==> config.mk <==
export PLATFORM = sky130hd
export DESIGN_NAME = sw_key_debounce_strobe
export DESIGN_NICKNAME = d
export VERILOG_FILES = /design/src/rtl/gaussian_io_pkg.sv /design/src/rtl/sw_key_debounce_strobe_sync_2ff.sv /design/src/rtl/sw_key_debounce_strobe.sv
export SDC_FILE = /design/constraint.sdc
export NUM_CORES = 1
export LEC_CHECK = 0
export CAP_MARGIN = 25
export CORE_MARGIN = 1.5
export CORE_UTILIZATION = 27
export DETAILED_ROUTE_END_ITERATION = 8
export SLEW_MARGIN = 25
export SYNTH_ARGS = -nofsm -noshare
export SYNTH_HDL_FRONTEND = slang
export SYNTH_SLANG_ARGS = --single-unit
==> constraint.sdc <==
create_clock -name fastclk -period 2.26 [get_ports fastclk]
set_input_delay 0.226 -clock fastclk [delete_from_list [all_inputs] [get_ports fastclk]]
set_output_delay 0.226 -clock fastclk [all_outputs]
set_load 0.03 [all_outputs]
==> src/rtl/gaussian_io_pkg.sv <==
// ---------------------------------------------------------------------------
// gaussian_io_pkg
// Shared types and constants for the picoMIPS Gaussian-filter input stage.
//   dbnc_state_t : pushbutton debounce FSM state encoding
//   SYNC_STAGES  : depth of every input synchroniser chain
//   cnt_width()  : width of a counter that must hold 0 .. cycles-1
// ---------------------------------------------------------------------------
`timescale 1ns/1ps

package gaussian_io_pkg;

  typedef enum logic [1:0] {
    IDLE       = 2'd0,
    PRESS_WAIT = 2'd1,
    HELD       = 2'd2,
    REL_WAIT   = 2'd3
  } dbnc_state_t;

  localparam int SYNC_STAGES = 2;

  // A counter that only ever needs to reach cycles-1 is $clog2(cycles) wide.
  // The result is clamped to one bit so that degenerate values still
  // elaborate to a legal vector.
  function automatic int cnt_width(input int cycles);
    int w;
    w = $clog2(cycles);
    if (w < 1) begin
      w = 1;
    end
    return w;
  endfunction

endpackage : gaussian_io_pkg

==> src/rtl/sw_key_debounce_strobe_sync_2ff.sv <==
// ---------------------------------------------------------------------------
// sync_2ff
// Multi-bit flop-chain synchroniser for asynchronous board inputs. Every bit
// is resynchronised independently, so it suits only slowly changing inputs
// such as switches and buttons. The reset value is a parameter: the
// pushbutton chain resets to "released" (1), and the switch chain resets
// to 0.
// Ports:
//   clk_i   in   1      sampling clock, rising edge
//   rst_ni  in   1      asynchronous active-low reset
//   d_i     in   WIDTH  asynchronous input
//   q_o     out  WIDTH  synchronised output, SYNC_STAGES cycles later
// ---------------------------------------------------------------------------
`timescale 1ns/1ps

module sync_2ff
  import gaussian_io_pkg::*;
#(
  parameter int               WIDTH     = 1,
  parameter logic [WIDTH-1:0] RESET_VAL = '0
) (
  input  logic             clk_i,
  input  logic             rst_ni,
  input  logic [WIDTH-1:0] d_i,
  output logic [WIDTH-1:0] q_o
);

  logic [WIDTH-1:0] stage_q [SYNC_STAGES];

  always_ff @(posedge clk_i or negedge rst_ni) begin
    if (!rst_ni) begin
      for (int i = 0; i < SYNC_STAGES; i++) begin
        stage_q[i] <= RESET_VAL;
      end
    end else begin
      stage_q[0] <= d_i;
      for (int i = 1; i < SYNC_STAGES; i++) begin
        stage_q[i] <= stage_q[i-1];
      end
    end
  end

  assign q_o = stage_q[SYNC_STAGES-1];

endmodule : sync_2ff

==> src/rtl/sw_key_debounce_strobe.sv <==
// ---------------------------------------------------------------------------
// sw_key_debounce_strobe
// Front-end input stage for the picoMIPS Gaussian-filter core. This block
// synchronises the slide switches and the active-low pushbutton, then
// debounces the button. Each accepted press captures the synchronised
// switch byte as the processor's SW operand and raises branch_status.
// branch_status stays high until the release has been stable for the full
// debounce time.
//
// Parameters:
//   DBNC_CYCLES  stable-level cycles needed to accept a press or release
//                (minimum 2)
//   SW_WIDTH     width of the switch bus and of the captured operand
// Ports:
//   fastclk        in   1         system clock, rising edge
//   reset          in   1         asynchronous active-low reset
//   key_n          in   1         raw pushbutton, active-low, bouncy
//   sw_raw         in   SW_WIDTH  raw slide switches
//   SW             out  SW_WIDTH  captured operand (registered)
//   branch_status  out  1         high while an accepted press is held
//   press_cnt      out  8         accepted-press count, wraps 255->0
//                                 (present only when PRESS_COUNT_EN is defined)
// Configuration macro: PRESS_COUNT_EN
// ---------------------------------------------------------------------------
`timescale 1ns/1ps

module sw_key_debounce_strobe
  import gaussian_io_pkg::*;
#(
  parameter int DBNC_CYCLES = 250000,
  parameter int SW_WIDTH    = 8
) (
  input  logic                fastclk,
  input  logic                reset,
  input  logic                key_n,
  input  logic [SW_WIDTH-1:0] sw_raw,
  output logic [SW_WIDTH-1:0] SW,
  output logic                branch_status
`ifdef PRESS_COUNT_EN
  ,
  output logic [7:0]          press_cnt
`endif
);

  localparam int               CNT_W    = cnt_width(DBNC_CYCLES);
  localparam logic [CNT_W-1:0] CNT_LAST = CNT_W'(DBNC_CYCLES - 1);

  logic                key_s;
  logic [SW_WIDTH-1:0] sw_s;

  dbnc_state_t         state_q, state_d;
  logic [CNT_W-1:0]    cnt_q,   cnt_d;
  logic [SW_WIDTH-1:0] sw_q,    sw_d;
  logic                strobe_q, strobe_d;

  // The button chain resets to 1 so that reset itself never looks like a press.
  sync_2ff #(
    .WIDTH     (1),
    .RESET_VAL (1'b1)
  ) u_key_sync (
    .clk_i  (fastclk),
    .rst_ni (reset),
    .d_i    (key_n),
    .q_o    (key_s)
  );

  sync_2ff #(
    .WIDTH     (SW_WIDTH),
    .RESET_VAL ('0)
  ) u_sw_sync (
    .clk_i  (fastclk),
    .rst_ni (reset),
    .d_i    (sw_raw),
    .q_o    (sw_s)
  );

  // Debounce FSM. The counter is cleared on every state entry, so the count
  // measures how long the level has been stable in the current wait state.
  // Any contrary sample during a wait state abandons that wait as bounce.
  always_comb begin
    state_d  = state_q;
    cnt_d    = cnt_q;
    sw_d     = sw_q;
    strobe_d = strobe_q;

    case (state_q)
      IDLE: begin
        if (!key_s) begin
          state_d = PRESS_WAIT;
          cnt_d   = '0;
        end
      end

      PRESS_WAIT: begin
        if (key_s) begin
          state_d = IDLE;
          cnt_d   = '0;
        end else if (cnt_q == CNT_LAST) begin
          state_d  = HELD;
          cnt_d    = '0;
          sw_d     = sw_s;
          strobe_d = 1'b1;
        end else begin
          cnt_d = cnt_q + CNT_W'(1);
        end
      end

      HELD: begin
        if (key_s) begin
          state_d = REL_WAIT;
          cnt_d   = '0;
        end
      end

      REL_WAIT: begin
        if (!key_s) begin
          state_d = HELD;
          cnt_d   = '0;
        end else if (cnt_q == CNT_LAST) begin
          state_d  = IDLE;
          cnt_d    = '0;
          strobe_d = 1'b0;
        end else begin
          cnt_d = cnt_q + CNT_W'(1);
        end
      end

      default: begin
        state_d  = IDLE;
        cnt_d    = '0;
        strobe_d = 1'b0;
      end
    endcase
  end

  always_ff @(posedge fastclk or negedge reset) begin
    if (!reset) begin
      state_q  <= IDLE;
      cnt_q    <= '0;
      sw_q     <= '0;
      strobe_q <= 1'b0;
    end else begin
      state_q  <= state_d;
      cnt_q    <= cnt_d;
      sw_q     <= sw_d;
      strobe_q <= strobe_d;
    end
  end

  assign SW            = sw_q;
  assign branch_status = strobe_q;

`ifdef PRESS_COUNT_EN
  logic       accept_press;
  logic [7:0] press_cnt_q;

  // A press is accepted only when leaving PRESS_WAIT for HELD. IDLE has no
  // direct path to HELD.
  assign accept_press = (state_q == PRESS_WAIT) && !key_s && (cnt_q == CNT_LAST);

  always_ff @(posedge fastclk or negedge reset) begin
    if (!reset) begin
      press_cnt_q <= 8'd0;
    end else if (accept_press) begin
      press_cnt_q <= press_cnt_q + 8'd1;
    end
  end

  assign press_cnt = press_cnt_q;
`endif

`ifndef SYNTHESIS
  // The counter stops at its terminal value and never wraps.
  a_cnt_bound : assert property (@(posedge fastclk) disable iff (!reset)
    cnt_q <= CNT_LAST);

  // branch_status is high exactly while the button is considered held.
  a_strobe_state : assert property (@(posedge fastclk) disable iff (!reset)
    strobe_q == ((state_q == HELD) || (state_q == REL_WAIT)));
`endif

endmodule : sw_key_debounce_strobe

# == Yosys cells after proc, flatten, opt, wreduce, memory -nomap -nowiden ==
# Cells that the tools add are included.
# word_totals
register_bits,47
elab_cells,46
out_inout_bits,9
input_bits,11
# op_classes
n_bitwise,1
reduce_logical,6
add_sub_neg,1
mux,18
n_eq_ne,12
# ops
op,count
two-way mux 18 bit,5
case mux 18 bit (4 select lines),1
"adder 18 x 1 -> 18 bit, second input constant",1
"== test 18 bit, second input constant",1
two-way mux 2 bit,6
"inequality test 2 bit, second input constant",4
case mux 2 bit (4 select lines),1
AND reduction 5 bit,1
"== test 2 bit, second input constant",2
two-way mux 1 bit,4
"inequality test 2 x 1 -> 1 bit, second input constant",2
AND reduction 4 bit,1
"inequality test 3 x 2 -> 1 bit, second input constant",1
"inequality test 3 bit, second input constant",1
AND reduction 3 bit,1
"== test 2 x 1 -> 1 bit, second input constant",1
logical NOT 2 bit,1
case mux 1 bit (2 select lines),1
AND reduction 2 bit,1
nonzero test 2 bit,1
inverter 1 bit,1

# == Depth between registers and ports, before layout ==
# Gate-level depths: netlist of the first run.
# logic_depth
depth_word,4
depth_mapped,7
depth_no_buf,6

# == Hierarchy ==
# Synthesis of the first run repeated with hierarchy kept, for this count alone.
# hier_totals
hier_cells,175
area_unflattened_um2,2014.4
# by_module_without_submodules
module,instances,cells_each,area_each_um2
sw_key_debounce_strobe,1,149,1501.4
sync_2ff at u_sw_sync,1,24,460.4
sync_2ff at u_key_sync,1,2,52.6

# == Least setup slack after synthesis of the first run ==
# Ideal clock, no wire load.
# synth_path
path_kind,flip-flop to flip-flop
startpoint,register cnt_q[5]
endpoint,"register sw_q[0], in the netlist SW[0]"
stages_incl_launch_ff,6
path_buffers,0
setup_time_ps,125
period_less_slack_ps,1832
arrival_time_ps,1707
t_required_ps,2135
path_slack_ps,428
path_cell_list,dfrtp_1 nor4b_1 and4_1 nand3_2 nor3_4 mux2_2
# synth_via
elab_chain_len,2
# synth_lines
item,line_no,text
"start, declared",sw_key_debounce_strobe.sv:52,"logic [CNT_W-1:0] cnt_q, cnt_d;"
"start signal, assigned",sw_key_debounce_strobe.sv:144,cnt_q <= cnt_d;
== test 18 bit,sw_key_debounce_strobe.sv:98,end else if (cnt_q == CNT_LAST) begin
AND reduction 3 bit (no source line),--,
"end signal, assigned",sw_key_debounce_strobe.sv:145,sw_q <= sw_d;
"end, declared",sw_key_debounce_strobe.sv:53,"logic [SW_WIDTH-1:0] sw_q, sw_d;"
# No other way between the ends.
# A chain may end at the register's enable or synchronous reset.

# == Worst setup path after layout of the first run ==
# layout_path
startpoint,register cnt_q[5]
endpoint,"register sw_q[3], in the netlist SW[3]"
# Same word-level chain as after synthesis.

==> impl_metrics.json, run 1 <==
{
  "die_x_um": 86.98,
  "synth.yosys.warnings": 0,
  "gr_usage_total_pct": 10.50,
  "cts_num_sinks": 47,
  "global_route_wire_length_before_repair_mm": 6.092,
  "hold_violations": 0,
  "clock_power_share_pct": 34.1,
  "p_leak_nw": 1.030,
  "synthDominantAreaCellType": "sky130_fd_sc_hd__dfrtp_1",
  "final_nets": 210,
  "synth_most_common_cell": "sky130_fd_sc_hd__dfrtp_1",
  "yosys-top-cells-area": "sky130_fd_sc_hd__dfrtp_1 59%, sky130_fd_sc_hd__nand3_1 5.5%, sky130_fd_sc_hd__mux2_2 5.3%, sky130_fd_sc_hd__nand2_1 3.7%, sky130_fd_sc_hd__dfstp_2 2.8%",
  "syn-mean-instance-area_um2": 11.54,
  "status": "finished clean",
  "power_switching_uw": 315.1,
  "worstSetupPathType": "reg -> reg",
  "cts_h_tree_depth": 2,
  "areaGrowthSynthToFinish_pct": 24.11,
  "fp.coreArea_mm2": 0.006794,
  "via_density_per_instance": 4.583,
  "clock.fmax_ghz": 0.4836,
  "max_slew.worst_pin.slew_ns": 0.5813,
  "gr-total-overflow": 0,
  "worst_setup_path_startpoint": "cnt_q[5]",
  "finalCritPeriodShare_pct": 91.49,
  "maximum_number_of_pins_on_one_net_before_global_route_repair": 28,
  "ios": 20,
  "power_switching_share_pct": 22.14,
  "clock_tree_from_tritoncts": "yes",
  "sequentialPowerShare_pct": 61.3,
  "drt-pass1-iter-count": 4,
  "post_route_cells_drive_above_1_share_pct": 18.59,
  "register_to_register_setup_slack_ns": 0.19,
  "first_iter_violations": 73,
  "rows": 30,
  "worst_slew_margin_rel_pct": 61.25,
  "max_cap_viol_count": 0,
  "final_core_utilization_pct": 34.79,
  "dominant_combinational_cell_family_by_area_after_synthesis": "simple AND/OR/NAND/NOR gates",
  "synth_edf_count": 0,
  "p_int_mw": 1.108,
  "worstPathArrival_ns": 2.26,
  "critical_path.endpoint": "SW[3]",
  "final_setup_vio_count": 0,
  "hp-class": "in -> reg",
  "worst_ep_required_time_ns": 2.45,
  "power-per-cell-area_mw_per_mm2": 602.2,
  "number_of_cell_instances_on_the_worst_register_to_register_path": 6,
  "remaining_drc_errors": 0,
  "fill_count": 657,
  "critical_path.reg2reg.startpoint": "cnt_q[5]",
  "rr_endpoint": "SW[3]",
  "crit_chain": "nor4b_1, and4_1, nand3_2, nor3_4, buf_4, mux2_2",
  "cts.root.buffer_cell": "sky130_fd_sc_hd__clkbuf_8",
  "synth_compound_area_share_pct": 4.862,
  "synth.distinct_cells": 34,
  "yosys-top-cells-count": "45 x sky130_fd_sc_hd__dfrtp_1, 21 x sky130_fd_sc_hd__nand3_1, 19 x sky130_fd_sc_hd__nand2_1",
  "wl_mm": 3.549,
  "worstSetupStartpointType": "flop",
  "yosys.area.top_type_share_pct": 59.13,
  "critical_path.max_stage_delay_ns": 0.45,
  "max-vdd-ir-drop_v": 0.0002881,
  "worst_hold_path_depth": 1,
  "synth-simple-area-share_pct": 24.11,
  "final_period_minus_worst_setup_slack_ns": 2.068,
  "power.combinational.fraction_pct": 4.6,
  "design.die.area_mm2": 0.007566,
  "primary_ff_master_synth": "sky130_fd_sc_hd__dfrtp_1",
  "timing.critical_path.to_type": "flop",
  "synth_adder_area_share_pct": 0.6570,
  "mappedNetlistNets": 177,
  "initial_utilization_pct": 28.03,
  "crit_path_max_fanout": 7,
  "gpl.final_weighted_congestion": 0.7604,
  "yosys-mux-area-fraction_pct": 5.322,
  "synth_async_sr_flop_share_pct": 100.0,
  "place_hpwl_mm": 2.554,
  "final_antenna_net_count": 0,
  "synthCells": 165,
  "grt_antenna_before_repair": 0,
  "wl_per_cell_um": 12.03,
  "post_synth_design_cell_area_mm2": 0.001904,
  "die_height_um": 86.98,
  "clockBufferDepth": 2,
  "numPortBuffers": 19,
  "worstSkewPairLatency_ns": 0.30,
  "clk_transition_reported_paths_ns": 0.08,
  "rsz0062_at_grt": "no",
  "numCtsBuffers": 5,
  "vias": 1352,
  "synth-seq-cells": 47,
  "post_synth_xor_area_fraction_pct": 1.840,
  "drv_slew": 0,
  "finalSetupTns_ns": 0,
  "via_count_of_the_first_global_routing_pass": 1299,
  "cp_slowest_cell": "sky130_fd_sc_hd__dfrtp_1",
  "n_diodes": 0,
  "seq_area_frac_synth_pct": 61.89,
  "fin_skew_ns": 0.005017
}
[how the worst min path moves through the flow]
stage	startpoint	endpoint
floorplan	reset	SW[0]
global placement	reset	u_sw_sync.stage_q[8]
detailed placement	reset	u_sw_sync.stage_q[8]
CTS	sw_raw[0]	u_sw_sync.stage_q[8]
global route	sw_raw[0]	u_sw_sync.stage_q[8]
finish	key_n	u_key_sync.stage_q[1]
[cell usage in the layout (no fill, tap or decap), drive strengths merged]
master         count
nand2b             1
dlygate4sd3        1
clkinv             2
nand2             19
or2                1
mux2               9
nor4               3
o21ai              3
dfrtp             45
clkbuf             6
a22o               1
buf               12
a21boi             1
and2               1
or4                2
or3                6
ha                 1
nand4              6
a211o              1
nor4b              2
dfstp              2
and3               3
clkdlybuf4s50     18
xnor2              4
a21oi              9
nand3             22
o211ai             1
and4               2
nor3               7
nor2               8
[power groups by stage]
stage | Clock (mW) | Sequential (mW) | Combinational (mW)
2_1_floorplan | 0 | 0.886 | 0.0205
5_1_grt | 0.543 | 0.875 | 0.0731
6_report | 0.486 | 0.872 | 0.0654
3_5_place_dp | 0 | 0.889 | 0.0656
4_1_cts | 0.508 | 0.872 | 0.0674
3_3_place_gp | 0 | 0.887 | 0.0650
[critical path, delay by kind of cell (launching register included)]
family / cells / cell delay [ns]
buf+inv: 1 / 0.17
mux: 1 / 0.33
simple gates: 4 / 1.01
flops: 1 / 0.45
[registers in the layout, summed over array words and instances, names as in the netlist, named ones only]
| name | flops |
|---|---|
| SW | 8 |
| branch_status | 1 |
| cnt_q | 18 |
| state_q | 1 |
| u_key_sync.q_o | 1 |
| u_key_sync.stage_q | 1 |
| u_sw_sync.q_o | 8 |
| u_sw_sync.stage_q | 8 |
[cell families (layout without fill, tap and decap cells)]
| logic type | count (synthesis) | count (layout) |
|---|---|---|
| AO/OA/AOI/OAI | 16 | 16 |
| XOR/XNOR | 4 | 4 |
| adder cells (fa/ha/maj) | 1 | 1 |
| buffers and inverters | 5 | 39 |
| flip-flops | 47 | 47 |
| multiplexers | 9 | 9 |
| AND/OR/NAND/NOR | 83 | 83 |
[timing repair]
action                                  in CTS  in global routing
buffers inserted                             0                  2
endpoints found under the setup margin       0                  8
hold buffers                                 1                  0
gates resized for setup                      0                  0
endpoints found under the hold margin       24                  0
[final cells by class]
class,instances,area (um2),area share (%)
clock inverter,2,13.76,0.5823
multi-input combinational,113,700.7,29.65
timing repair buffer,31,277.8,11.75
clock buffer,6,72.57,3.070
tap,96,120.1,5.082
sequential,47,1179,49.87
[layer usage]
metal	wire [um]	part of all wire, %	global-route usage, %
met1	1712	48	14.27
met2	1680	47	15.57
met3	97	2.7	3.128
met4	59	1.7	4.399
met5	0	0	0
[stage by stage]
stage	area, um2	setup slack (ns)	hold WS (ns)	instances	power, mW
2_1_floorplan	1904	0.4279	-0.06959	165	0.9061
3_3_place_gp	2252	0.1695	0.2539	284	0.9522
3_5_place_dp	2252	0.1322	0.2564	284	0.9544
4_1_cts	2349	0.1133	0.3455	293	1.448
5_1_grt	2364	0.08049	0.3328	295	1.491
6_report	2364	0.1923	0.3495	295	1.423
No activity file was read; power rests on OpenSTA's default activity.
==> run 2, diff against run 1 <==
==> constraint.sdc (replaced) <==
create_clock -name fastclk -period 2.48 [get_ports fastclk]
set_input_delay 0.248 -clock fastclk [delete_from_list [all_inputs] [get_ports fastclk]]
set_output_delay 0.248 -clock fastclk [all_outputs]
set_load 0.03 [all_outputs]
==> run 2 against run 1 <==
  * Clock skew grew 0.0032 ns
  * Power fell by 6.0%
  * Critical path depth fell by 1
  * Flip-flop and latch count unchanged
  * Via count is 0.96% lower
  * Clock power about the same
  * Combinational power decreased by 11%
  * Register-to-register slack better by 0.11 ns
  * Design area is 1.4% lower
  * Critical path type unchanged
  * Critical endpoint is now SW[5]
  * Highest routed layer unchanged
==> impl_metrics.json, run 2 (synthesis gave the netlist of run 1 again) <==
{
  "total_area_of_multi_input_combinational_cells_um2": 700.7,
  "initial_utilization_pct": 28.03,
  "hold_violations": 0,
  "grt_antenna_before_repair": 0,
  "rows": 30,
  "worst_slew_margin_rel_pct": 62.32,
  "largest_reg_flops": 18,
  "worstSetupPathType": "reg -> reg",
  "layout.cells.most_common_list": "45 x sky130_fd_sc_hd__dfrtp_1, 21 x sky130_fd_sc_hd__nand3_1, 19 x sky130_fd_sc_hd__nand2_1, 18 x sky130_fd_sc_hd__clkdlybuf4s50_1",
  "worst_ep_required_time_ns": 2.67,
  "clock.fmax_ghz": 0.4601,
  "fin_hold_ws_ns": 0.3476,
  "drv_slew": 0,
  "first_iter_violations": 87,
  "post_route_cells_drive_above_1_share_pct": 16.58,
  "final_antenna_net_count": 0,
  "remaining_drc_errors": 0,
  "setup_ws_ns": 0.3065,
  "ff_latch_area_mm2": 0.001179,
  "gr_usage_total_pct": 10.58,
  "via_density_per_instance": 4.633,
  "dp_slack_ns": 0.3237,
  "numPortBuffers": 19,
  "final_nets": 204,
  "final_period_minus_worst_setup_slack_ns": 2.174,
  "max_slew.worst_pin.slew_ns": 0.5631,
  "postCtsResizedCells": 0,
  "clock_tree_from_tritoncts": "yes",
  "gpl.final_weighted_congestion": 0.7848,
  "p_leak_nw": 1.001,
  "cts_h_tree_depth": 2,
  "crit_path_max_fanout": 9,
  "rsz0062_at_grt": "no",
  "critical-path-top-delay-family": "simple AND/OR/NAND/NOR gates",
  "max_cap_viol_count": 0,
  "hp-start": "u_sw_sync.stage_q[15]",
  "design.die.area_mm2": 0.007566,
  "die_height_um": 86.98,
  "finalSetupTns_ns": 0,
  "global_route_wire_length_before_repair_mm": 6.320,
  "design_power_total_mw": 1.338,
  "drt-pass1-iter-count": 4,
  "numCtsBuffers": 5,
  "place_hpwl_mm": 2.475,
  "ios": 20,
  "max-vdd-ir-drop_v": 0.0002676,
  "power-per-cell-area_mw_per_mm2": 574.1,
  "crit_chain": "nor4b_1, and4_1, nand3_2, nor3_4, mux2_2",
  "clk_transition_reported_paths_ns": 0.09,
  "worstSkewPairLatency_ns": 0.30,
  "final_setup_vio_count": 0,
  "via_count_of_the_first_global_routing_pass": 1354,
  "fp.coreArea_mm2": 0.006794,
  "n_diodes": 0,
  "final_common_cell": "sky130_fd_sc_hd__dfrtp_1",
  "critical_path.reg2reg.startpoint": "cnt_q[4]",
  "worst_setup_path_startpoint": "cnt_q[4]",
  "worstPathArrival_ns": 2.36,
  "fill_count": 682,
  "hp-class": "reg -> reg",
  "critical_path.max_stage_delay_ns": 0.48,
  "gr-total-overflow": 0,
  "status": "finished clean",
  "wl_per_cell_um": 12.03,
  "maximum_number_of_pins_on_one_net_before_global_route_repair": 32,
  "timing.critical_path.to_type": "flop",
  "areaGrowthSynthToFinish_pct": 22.40,
  "finalCritPeriodShare_pct": 87.64,
  "die_x_um": 86.98,
  "top_register": "cnt_q",
  "wl_mm": 3.477,
  "fin_skew_ns": 0.008234,
  "cts.root.buffer_cell": "sky130_fd_sc_hd__clkbuf_8",
  "cts_num_sinks": 47,
  "path_buf_inv": 0,
  "worstSetupStartpointType": "flop",
  "vias": 1339,
  "clockBufferDepth": 2,
  "cp_slowest_cell": "sky130_fd_sc_hd__dfrtp_1"
}
## run 2: changes by cell type in the layout (fill, tap and decap cells not counted), sizes merged
cell	delta
buf	-6
clkinvlp	+1
clkinv	-1
## run 2: final timing paths
| path | depth (start not counted) | slack, ns | endpoint |
|---|---|---|---|
| min in group asynchronous | 2 | 0.41 | u_sw_sync.q_o[0] |
| worst max register to register | 5 | 0.31 | SW[5] |
| worst min register to register | 0 | 0.35 | u_sw_sync.q_o[7] |
| worst max-delay path | 5 | 0.31 | SW[5] |
| worst min-delay path | 0 | 0.35 | u_sw_sync.q_o[7] |
| max in group asynchronous | 3 | 1.32 | u_key_sync.q_o |
## run 2: stage by stage
step | cells | util (%) | cell area, um2
2_1_floorplan | 165 | - | 1904
3_3_place_gp | 280 | 32.71 | 2222
3_5_place_dp | 280 | 32.71 | 2222
4_1_cts | 289 | 34.31 | 2331
5_1_grt | 289 | 34.31 | 2331
6_report | 289 | 34.31 | 2331
## run 2: what timing repair did
item	CTS	global route
hold endpoints to repair	16	0
buffers inserted	0	0
hold buffers	1	0
## run 2: area by class of cell
cell class,instances,share of cell area [%]
sequential,47,50.56
clock inverter,2,0.6978
clock buffer,6,3.543
tap,96,5.153
multi-input combinational,113,30.06
timing repair buffer,25,9.984
## run 2: metal layers
metal  GRT usage [%]  wire [um]  vias to the layer above
li1                -          -                      648
met1           15.11       1661                      669
met2           15.93       1648                       17
met3           2.559        122                        5
met4           3.079         44                        0
met5               0          0                        -
## run 2: worst register-to-register path, stage by stage (launching register included)
cell	delay (ns)
sky130_fd_sc_hd__dfrtp_1	0.48
sky130_fd_sc_hd__nor4b_1	0.39
sky130_fd_sc_hd__and4_1	0.28
sky130_fd_sc_hd__nand3_2	0.14
sky130_fd_sc_hd__nor3_4	0.38
sky130_fd_sc_hd__mux2_2	0.39
## run 2: power by group
| group | total [mW] | internal, mW | switching (mW) | leakage, nW |
|---|---|---|---|---|
| clock network | 0.486 | 0.228 | 0.258 | 0.0474 |
| logic | 0.0581 | 0.0249 | 0.0333 | 0.344 |
| registers | 0.794 | 0.785 | 0.00910 | 0.609 |
| total | 1.34 | 1.04 | 0.301 | 1.00 |
==> run 3, diff against run 2 <==
--- a/config.mk
+++ b/config.mk
@@ -5,10 +5,11 @@
 export SDC_FILE = /design/constraint.sdc
 export NUM_CORES = 1
 export LEC_CHECK = 0
-export CAP_MARGIN = 25
+export CAP_MARGIN = 5
 export CORE_MARGIN = 1.5
 export CORE_UTILIZATION = 27
 export DETAILED_ROUTE_END_ITERATION = 8
+export SETUP_SLACK_MARGIN = 0.1
 export SLEW_MARGIN = 25
 export SYNTH_ARGS = -nofsm -noshare
 export SYNTH_HDL_FRONTEND = slang
==> results of run 3 <==
No change in the layout: final DEF, timing and power equal those of run 2.
